<file path="config.mk">
export PLATFORM = sky130hd
export DESIGN_NAME = gcm_len_counter_flat
export DESIGN_NICKNAME = d
export VERILOG_FILES = /design/src/rtl/gcm_len_counter_if.sv /design/src/rtl/gcm_len_counter.sv /design/src/flat_wrapper.sv
export SDC_FILE = /design/constraint.sdc
export NUM_CORES = 1
export LEC_CHECK = 0
export ABC_CLOCK_PERIOD_IN_PS = 3500
export BUFFER_PORTS_ARGS = -buffer_cell sky130_fd_sc_hd__buf_2
export CORE_ASPECT_RATIO = 0.8
export CORE_MARGIN = 2
export CORE_UTILIZATION = 40
export DETAILED_ROUTE_END_ITERATION = 7
export PLACE_DENSITY = 0.6
export SKIP_CTS_REPAIR_TIMING = 1
export SLEW_MARGIN = 30
export SYNTH_ARGS = -nofsm -noshare
export SYNTH_HDL_FRONTEND = slang
export SYNTH_SLANG_ARGS = --single-unit
</file>
<file path="constraint.sdc">
create_clock -name clk -period 3.5 [get_ports clk]
set_input_delay 0.7 -clock clk [delete_from_list [all_inputs] [get_ports clk]]
set_output_delay 0.7 -clock clk [all_outputs]
set_load 0.1 [all_outputs]
</file>
<file path="src/rtl/gcm_len_counter_if.sv">
// Chunk/length handshake bundle for gcm_len_counter: the producer drives chunks
// and finish, the counter returns the final bit lengths and sticky error flags.
interface gcm_len_counter_if;
  logic        start;
  logic        aad_valid;
  logic [4:0]  aad_bytes;
  logic        ct_valid;
  logic [4:0]  ct_bytes;
  logic        finish;
  logic        len_ready;
  logic        len_valid;
  logic [63:0] len_aad_bits;
  logic [63:0] len_ct_bits;
  logic        err_aad_ovf;
  logic        err_ct_ovf;
  logic        err_order;
  logic        err_bytes;

  modport master (
    output start, aad_valid, aad_bytes, ct_valid, ct_bytes, finish, len_ready,
    input  len_valid, len_aad_bits, len_ct_bits,
           err_aad_ovf, err_ct_ovf, err_order, err_bytes
  );

  modport slave (
    input  start, aad_valid, aad_bytes, ct_valid, ct_bytes, finish, len_ready,
    output len_valid, len_aad_bits, len_ct_bits,
           err_aad_ovf, err_ct_ovf, err_order, err_bytes
  );
endinterface

</file>
<file path="src/rtl/gcm_len_counter.sv">
// GCM length accumulator: sums AAD and CT chunk byte counts for one message and
// presents len(A)/len(C) in bits, with sticky error flags for illegal traffic.
module gcm_len_counter #(
  parameter logic [63:0] CT_MAX_BYTES  = 64'd68719476704,
  parameter logic [63:0] AAD_MAX_BYTES = 64'd2305843009213693951
) (
  input logic              clk,
  input logic              rst_n,
  gcm_len_counter_if.slave bus
);

  typedef enum logic [1:0] {
    S_IDLE = 2'd0,
    S_AAD  = 2'd1,
    S_CT   = 2'd2,
    S_DONE = 2'd3
  } state_t;

  state_t      state_q;
  logic [60:0] aad_cnt_q;
  logic [35:0] ct_cnt_q;
  logic        len_valid_q;
  logic        err_aad_ovf_q;
  logic        err_ct_ovf_q;
  logic        err_order_q;
  logic        err_bytes_q;

  logic [63:0] aad_sum;
  logic [63:0] ct_sum;
  logic        aad_bad;
  logic        ct_bad;
  logic        aad_ovf;
  logic        ct_ovf;

  // Sums are formed 64 bits wide so the limit compare cannot wrap.
  assign aad_sum = {3'd0, aad_cnt_q} + {59'd0, bus.aad_bytes};
  assign ct_sum  = {28'd0, ct_cnt_q} + {59'd0, bus.ct_bytes};
  assign aad_bad = (bus.aad_bytes == 5'd0) || (bus.aad_bytes > 5'd16);
  assign ct_bad  = (bus.ct_bytes == 5'd0) || (bus.ct_bytes > 5'd16);
  assign aad_ovf = aad_sum > AAD_MAX_BYTES;
  assign ct_ovf  = ct_sum > CT_MAX_BYTES;

  always_ff @(posedge clk or negedge rst_n) begin
    if (!rst_n) begin
      state_q       <= S_IDLE;
      aad_cnt_q     <= '0;
      ct_cnt_q      <= '0;
      len_valid_q   <= 1'b0;
      err_aad_ovf_q <= 1'b0;
      err_ct_ovf_q  <= 1'b0;
      err_order_q   <= 1'b0;
      err_bytes_q   <= 1'b0;
    end else if (bus.start) begin
      state_q       <= S_AAD;
      aad_cnt_q     <= '0;
      ct_cnt_q      <= '0;
      len_valid_q   <= 1'b0;
      err_aad_ovf_q <= 1'b0;
      err_ct_ovf_q  <= 1'b0;
      err_order_q   <= 1'b0;
      err_bytes_q   <= 1'b0;
    end else begin
      case (state_q)
        S_AAD, S_CT: begin
          // AAD after the first CT chunk is an ordering violation and is dropped.
          if (bus.aad_valid) begin
            if (state_q == S_CT) err_order_q <= 1'b1;
            else if (aad_bad)    err_bytes_q <= 1'b1;
            else if (aad_ovf)    err_aad_ovf_q <= 1'b1;
            else                 aad_cnt_q <= aad_sum[60:0];
          end
          if (bus.ct_valid) begin
            if (ct_bad)      err_bytes_q <= 1'b1;
            else if (ct_ovf) err_ct_ovf_q <= 1'b1;
            else             ct_cnt_q <= ct_sum[35:0];
          end
          if (bus.finish) begin
            state_q     <= S_DONE;
            len_valid_q <= 1'b1;
          end else if (bus.ct_valid) begin
            state_q <= S_CT;
          end
        end
        S_DONE: begin
          if (bus.len_ready) begin
            state_q     <= S_IDLE;
            len_valid_q <= 1'b0;
          end
        end
        default: begin
          state_q <= S_IDLE;
        end
      endcase
    end
  end

  assign bus.len_valid    = len_valid_q;
  assign bus.len_aad_bits = {aad_cnt_q, 3'd0};
  assign bus.len_ct_bits  = {25'd0, ct_cnt_q, 3'd0};
  assign bus.err_aad_ovf  = err_aad_ovf_q;
  assign bus.err_ct_ovf   = err_ct_ovf_q;
  assign bus.err_order    = err_order_q;
  assign bus.err_bytes    = err_bytes_q;

endmodule

</file>
<file path="src/flat_wrapper.sv">
// flat-port wrapper written by rule: the top's interface ports become plain ports
module gcm_len_counter_flat 
#(
  parameter logic [63:0] CT_MAX_BYTES  = 64'd68719476704,
  parameter logic [63:0] AAD_MAX_BYTES = 64'd2305843009213693951
)
  (clk, rst_n, bus_start, bus_aad_valid, bus_aad_bytes, bus_ct_valid, bus_ct_bytes, bus_finish, bus_len_ready, bus_len_valid, bus_len_aad_bits, bus_len_ct_bits, bus_err_aad_ovf, bus_err_ct_ovf, bus_err_order, bus_err_bytes);
  gcm_len_counter_if bus_i ();
  input logic clk;
  input logic rst_n;
  input wire logic [$bits(bus_i.start)-1:0] bus_start;
  input wire logic [$bits(bus_i.aad_valid)-1:0] bus_aad_valid;
  input wire logic [$bits(bus_i.aad_bytes)-1:0] bus_aad_bytes;
  input wire logic [$bits(bus_i.ct_valid)-1:0] bus_ct_valid;
  input wire logic [$bits(bus_i.ct_bytes)-1:0] bus_ct_bytes;
  input wire logic [$bits(bus_i.finish)-1:0] bus_finish;
  input wire logic [$bits(bus_i.len_ready)-1:0] bus_len_ready;
  output wire logic [$bits(bus_i.len_valid)-1:0] bus_len_valid;
  output wire logic [$bits(bus_i.len_aad_bits)-1:0] bus_len_aad_bits;
  output wire logic [$bits(bus_i.len_ct_bits)-1:0] bus_len_ct_bits;
  output wire logic [$bits(bus_i.err_aad_ovf)-1:0] bus_err_aad_ovf;
  output wire logic [$bits(bus_i.err_ct_ovf)-1:0] bus_err_ct_ovf;
  output wire logic [$bits(bus_i.err_order)-1:0] bus_err_order;
  output wire logic [$bits(bus_i.err_bytes)-1:0] bus_err_bytes;
  assign bus_i.start = bus_start;
  assign bus_i.aad_valid = bus_aad_valid;
  assign bus_i.aad_bytes = bus_aad_bytes;
  assign bus_i.ct_valid = bus_ct_valid;
  assign bus_i.ct_bytes = bus_ct_bytes;
  assign bus_i.finish = bus_finish;
  assign bus_i.len_ready = bus_len_ready;
  assign bus_len_valid = bus_i.len_valid;
  assign bus_len_aad_bits = bus_i.len_aad_bits;
  assign bus_len_ct_bits = bus_i.len_ct_bits;
  assign bus_err_aad_ovf = bus_i.err_aad_ovf;
  assign bus_err_ct_ovf = bus_i.err_ct_ovf;
  assign bus_err_order = bus_i.err_order;
  assign bus_err_bytes = bus_i.err_bytes;
  gcm_len_counter #(.CT_MAX_BYTES(CT_MAX_BYTES), .AAD_MAX_BYTES(AAD_MAX_BYTES)) u_core (.clk(clk), .rst_n(rst_n), .bus(bus_i));
endmodule
</file>
# == Yosys cells after proc, flatten, opt, wreduce, memory -nomap -nowiden ==
# Cells that the tools add are included.
# word_totals
inputBits,17
output_inout_bits,133
word_cells,86
register_bits,104
# classes
reduce_logical,19
add_sub_neg,2
muxes,42
order_cmp,4
eq_ne,11
# ops
operator,count
2-to-1 mux 61 bit,6
2-to-1 mux 36 bit,5
> comparator 64 x 36 -> 1 bit (second input constant),1
> comparator 64 x 61 -> 1 bit (second input constant),1
adder 61 x 5 -> 62 bit,1
adder 36 x 5 -> 37 bit,1
2-to-1 mux 1 bit,25
nonzero test 2 bit,6
> comparator 5 bit (second input constant),2
logical NOT 5 bit,2
!= test 2 bit (second input constant),5
AND reduction 5 bit,2
2-to-1 mux 2 bit,4
AND reduction 4 bit,2
!= test 3 bit (second input constant),2
AND reduction 3 bit,2
equality test 2 bit (second input constant),2
!= test 4 bit (second input constant),1
case mux 2 bit (2 select lines),1
nonzero test 3 bit,1
equality test 2 x 1 -> 1 bit (second input constant),1
logical OR 1 bit,2
case mux 1 bit (2 select lines),1
AND reduction 2 bit,1
OR reduction 2 bit,1

# == Depth between registers and ports, before layout ==
# depth
ltp_word,9
depth_mapped,13

# == Worst setup path after synthesis ==
# OpenSTA, ideal clock, no wires.
# synth_path
path_type,reg2reg
start,register u_core.ct_cnt_q[0]
end,register u_core.ct_cnt_q[26]
path_slack_ns,-0.098
arrival_ns,3.515
stages_incl_launch_ff,14
period_less_slack_ns,3.598
setup_ns,0.083
cell_sequence,dfrtp_1 > ha_1 > fa_1 > a21oi_1 > o21a_1 > nor3_2 > buf_2 > and3_1 > nor3_1 > nand3_1 > o32ai_4 > buf_4 > nand2_1 > o21ai_0
# synth_via
elab_chain_cells,6
# synth_lines
item,line_no,rtl
from (decl),gcm_len_counter.sv:21,logic [35:0] ct_cnt_q;
from (signal assigned),gcm_len_counter.sv:75,else ct_cnt_q <= ct_sum[35:0];
adder 36 x 5 -> 37 bit *,gcm_len_counter.sv:37,"assign ct_sum = {28'd0, ct_cnt_q} + {59'd0, bus.ct_bytes};"
"parallel branches: the longest is 5 deep, another holds > comparator 64 x 36 -> 1 bit",--,
# Every way passes the cells marked *. The select of a mux whose other input is x is not followed.
# A chain may end at the register's enable or synchronous reset.

# == Final worst setup path ==
# layout_path
start,input port bus_ct_bytes[0]
end,register u_core.ct_cnt_q[18]
# layout_via
elab_chain_cells,6
# layout_lines
item,line_no,rtl
from (decl),flat_wrapper.sv:15,input wire logic [$bits(bus_i.ct_bytes)-1:0] bus_ct_bytes;
"parallel branches: the longest is 6 deep, another holds > comparator 64 x 36 -> 1 bit",--,
# Several ways; the timed one is not identified. The select of a mux whose other input is x is not followed.

==> reports/qor.txt <==
Status: finished, final reports clean
First drt pass iteration count: 5
Core Rows: 42
Vias in the first global route: 5755
Netlist cell types: 71
Routability-driven placement congestion ratio: 0.934
Core ar.: 16400 µm²
Crit path arrival time: 3.52 ns
Main synth FF type: dfrtp_1
Post-Synth XOR/XNOR Area: 0.0883
Pin count of the biggest net entering global routing: 54
Power consumption: 0.00323 W
Detail Placement HPWL: 14.4 mm
Setup Viol. Count Final: 0
CP Capture Type: flip-flop
Sequential cell area fraction in the yosys report: 0.392
CTS tree: built
Share of cells above drive strength 1: 0.251
Area grow syn2layout: 21.1%
Final hold vios: 0
Post-route antenna net violation count: 0
Fraction of the mapped netlist area in adder cells: 0.0286
Maximum buffer depth of the clock tree: 2
Root Driver: clkbuf_16
Worst path required time: 3.78 ns
Post-Synth Simple-Gate Area: 0.294
Fill cells: 1652
Post-layout minimum cycle time: 3.24 ns
Die Span Y: 119 µm
Startpoint types: primary input
Overflow after GRT: 0
Clock sinks: 104
Worst slew margin: 0.547
Nets: 931
I/O pin total: 150
Vias: 6064
Worst-Margin Slew: 0.676 ns
Final Skew: 0.00841 ns
Synthesized instance count: 746
Synth area leaders: dfrtp_1 39%, nor2_1 5.3%, xor2_1 5.1%
Ant diodes: 0
Seq cells post-synth: 104
WL/cell: 17.0 µm
P per Cell Area: 401 nW/µm²
Crit path kind: in -> reg
Avg Vias per Cell: 5.39
Post-synth top area share: 0.392
MaxCap Viol Count: 0
Initial core utilization: 0.405
Post-synth EDFFs: 0
Die area: 17700 µm²
Largest area contributor in the netlist: dfrtp_1
Routed WL: 19.1 mm
Fin cells: 1125
Die W: 148 µm
Mux contribution to synthesized area: 0.00772
DRC viols: 0
Ys Warns: 0
Fmax: 309 MHz
Netlist Area Pre-Place: 6640 µm²
Tot GR Track Use: 0.221
Violation count after the first detailed-routing iteration: 420
Leak: 3.78 nW
Max VDD drop: 0.230 mV
Syn Area/Cell: 8.90 µm²
Slew Viols, Final: 0
Initial antenna violation count: 0
Worst Path Max Fanout: 10
Latest clock arrival within the worst-skew pair: 0.36 ns
CTS Buf Count: 9
Post-synthesis compound-gate area fraction: 0.121
Worst hold path class: in -> async
Largest family of logic cells by synthesized area: simple AND/OR/NAND/NOR gates
CTS H-tree depth: 3
Placed cells: 1107
Port Buffers: 118
First-pass GRT wire length: 30.9 mm
Clk slew on worst S/H paths: 0.08 ns
Final period util: 0.925
Asr flop ratio synth: 1.00
RSZ-0062 raised after global routing: false
==> layout by cell type, fill, tap and decap left out, drive strengths merged, types with 16 or more instances in the layout <==
cell / instances
xnor2: 28
nor4: 16
or3: 17
nor2: 94
nand3: 44
nor3: 36
nand4: 34
inv: 18
a21oi: 28
o21ai: 24
xor2: 39
dfrtp: 104
nand2: 63
buf: 177
conb: 31
==> cells in the mapped netlist, types with 3 or more instances <==
cell	instances
dfrtp_1	104
a21o_1	11
nor3_2	4
o21ai_0	21
nor3_1	31
xnor2_1	28
a21oi_1	28
nor4_2	3
nor4_1	12
a22o_1	6
nand4_1	33
inv_1	16
mux2i_1	4
o21bai_1	3
xor2_1	39
nor2b_1	6
nand3_1	44
nor2_1	93
and3_1	11
o2111ai_1	4
or3_1	17
or4_1	3
buf_2	5
nand3b_1	6
nand2_1	63
a211o_1	9
buf_4	39
and2_1	4
and4_1	13
ha_1	12
clkbuf_1	18
==> through the flow <==
step | instance area, µm² | hold slack (ns) | TNS (ns) | setup slack (ns) | util
2_1_floorplan | 6760 | 0.404 | 0 | 0.0673 | -
3_3_place_gp | 7700 | 0.478 | -2.19 | -0.172 | 0.470
3_5_place_dp | 7700 | 0.501 | -2.70 | -0.183 | 0.470
4_1_cts | 7990 | 0.295 | 0 | 0.161 | 0.487
5_1_grt | 8040 | 0.306 | 0 | 0.0459 | 0.491
6_report | 8040 | 0.285 | 0 | 0.262 | 0.491
==> critical path, stage by stage <==
cell      delay [ns]
buf_2           0.11
ha_1            0.20
fa_1            0.44
a21oi_2         0.17
buf_4           0.12
o21ai_2         0.09
nand4_1         0.09
o21ai_0         0.08
a21oi_1         0.31
nand4b_1        0.27
buf_4           0.15
o21ai_1         0.05
buf_4           0.18
or4_1           0.39
a21oi_1         0.15
==> flip-flops by register name, indices dropped and copies added (netlist names) <==
register and count:
u_core.bus.len_valid 1, u_core.aad_cnt_q 61, u_core.state_q 2, u_core.bus.err_aad_ovf 1, u_core.bus.err_order 1, u_core.ct_cnt_q 36
u_core.bus.err_bytes 1, u_core.bus.err_ct_ovf 1
==> final timing paths <==
| check | startpoint | to | slack, ns | cells after the start |
|---|---|---|---|---|
| setup / recovery | bus_ct_bytes[0] | u_core.ct_cnt_q[18] | 0.26 | 15 |
| hold / removal | rst_n | u_core.aad_cnt_q[32] | 0.28 | 1 |
| setup reg to reg | u_core.ct_cnt_q[0] | u_core.ct_cnt_q[18] | 0.27 | 14 |
| hold reg to reg | u_core.ct_cnt_q[0] | u_core.ct_cnt_q[0] | 0.53 | 1 |
| max in group asynchronous | rst_n | u_core.ct_cnt_q[10] | 2.53 | 2 |
| min in group clk | u_core.ct_cnt_q[0] | u_core.ct_cnt_q[0] | 0.53 | 1 |
==> cells by family after synthesis <==
family / count (synthesis)
AOI/OAI and AO/OA: 111
and+or+nand+nor: 364
other: 1
adders and majority gates: 14
DFF: 104
xor gates and xnor gates: 67
muxes: 5
buffers and inverters: 80
==> per-layer routing <==
layer	up-vias	share of wire	global-route usage
li1	2936	-	-
met1	2933	0.50	0.335
met2	178	0.43	0.318
met3	17	0.064	0.0517
met4	0	0.012	0.0524
met5	-	0	0
==> power by group <==
group	switching (W)	internal (W)	leakage (nW)
sequential	0.0000371	0.00124	1.44
clock	0.000496	0.000513	0.145
combinational	0.000693	0.000246	2.20
==> cell type report <==
cell class	count	area, µm²	area share
clock buffers	10	239	0.0297
repair buffers	177	1080	0.134
flip-flops and latches	104	2610	0.324
multi-input cells	592	3740	0.464
well taps	220	275	0.0342
inverters	16	60.1	0.00747
clock inverters	6	51.3	0.00638
(Power assumes the default switching activity.)
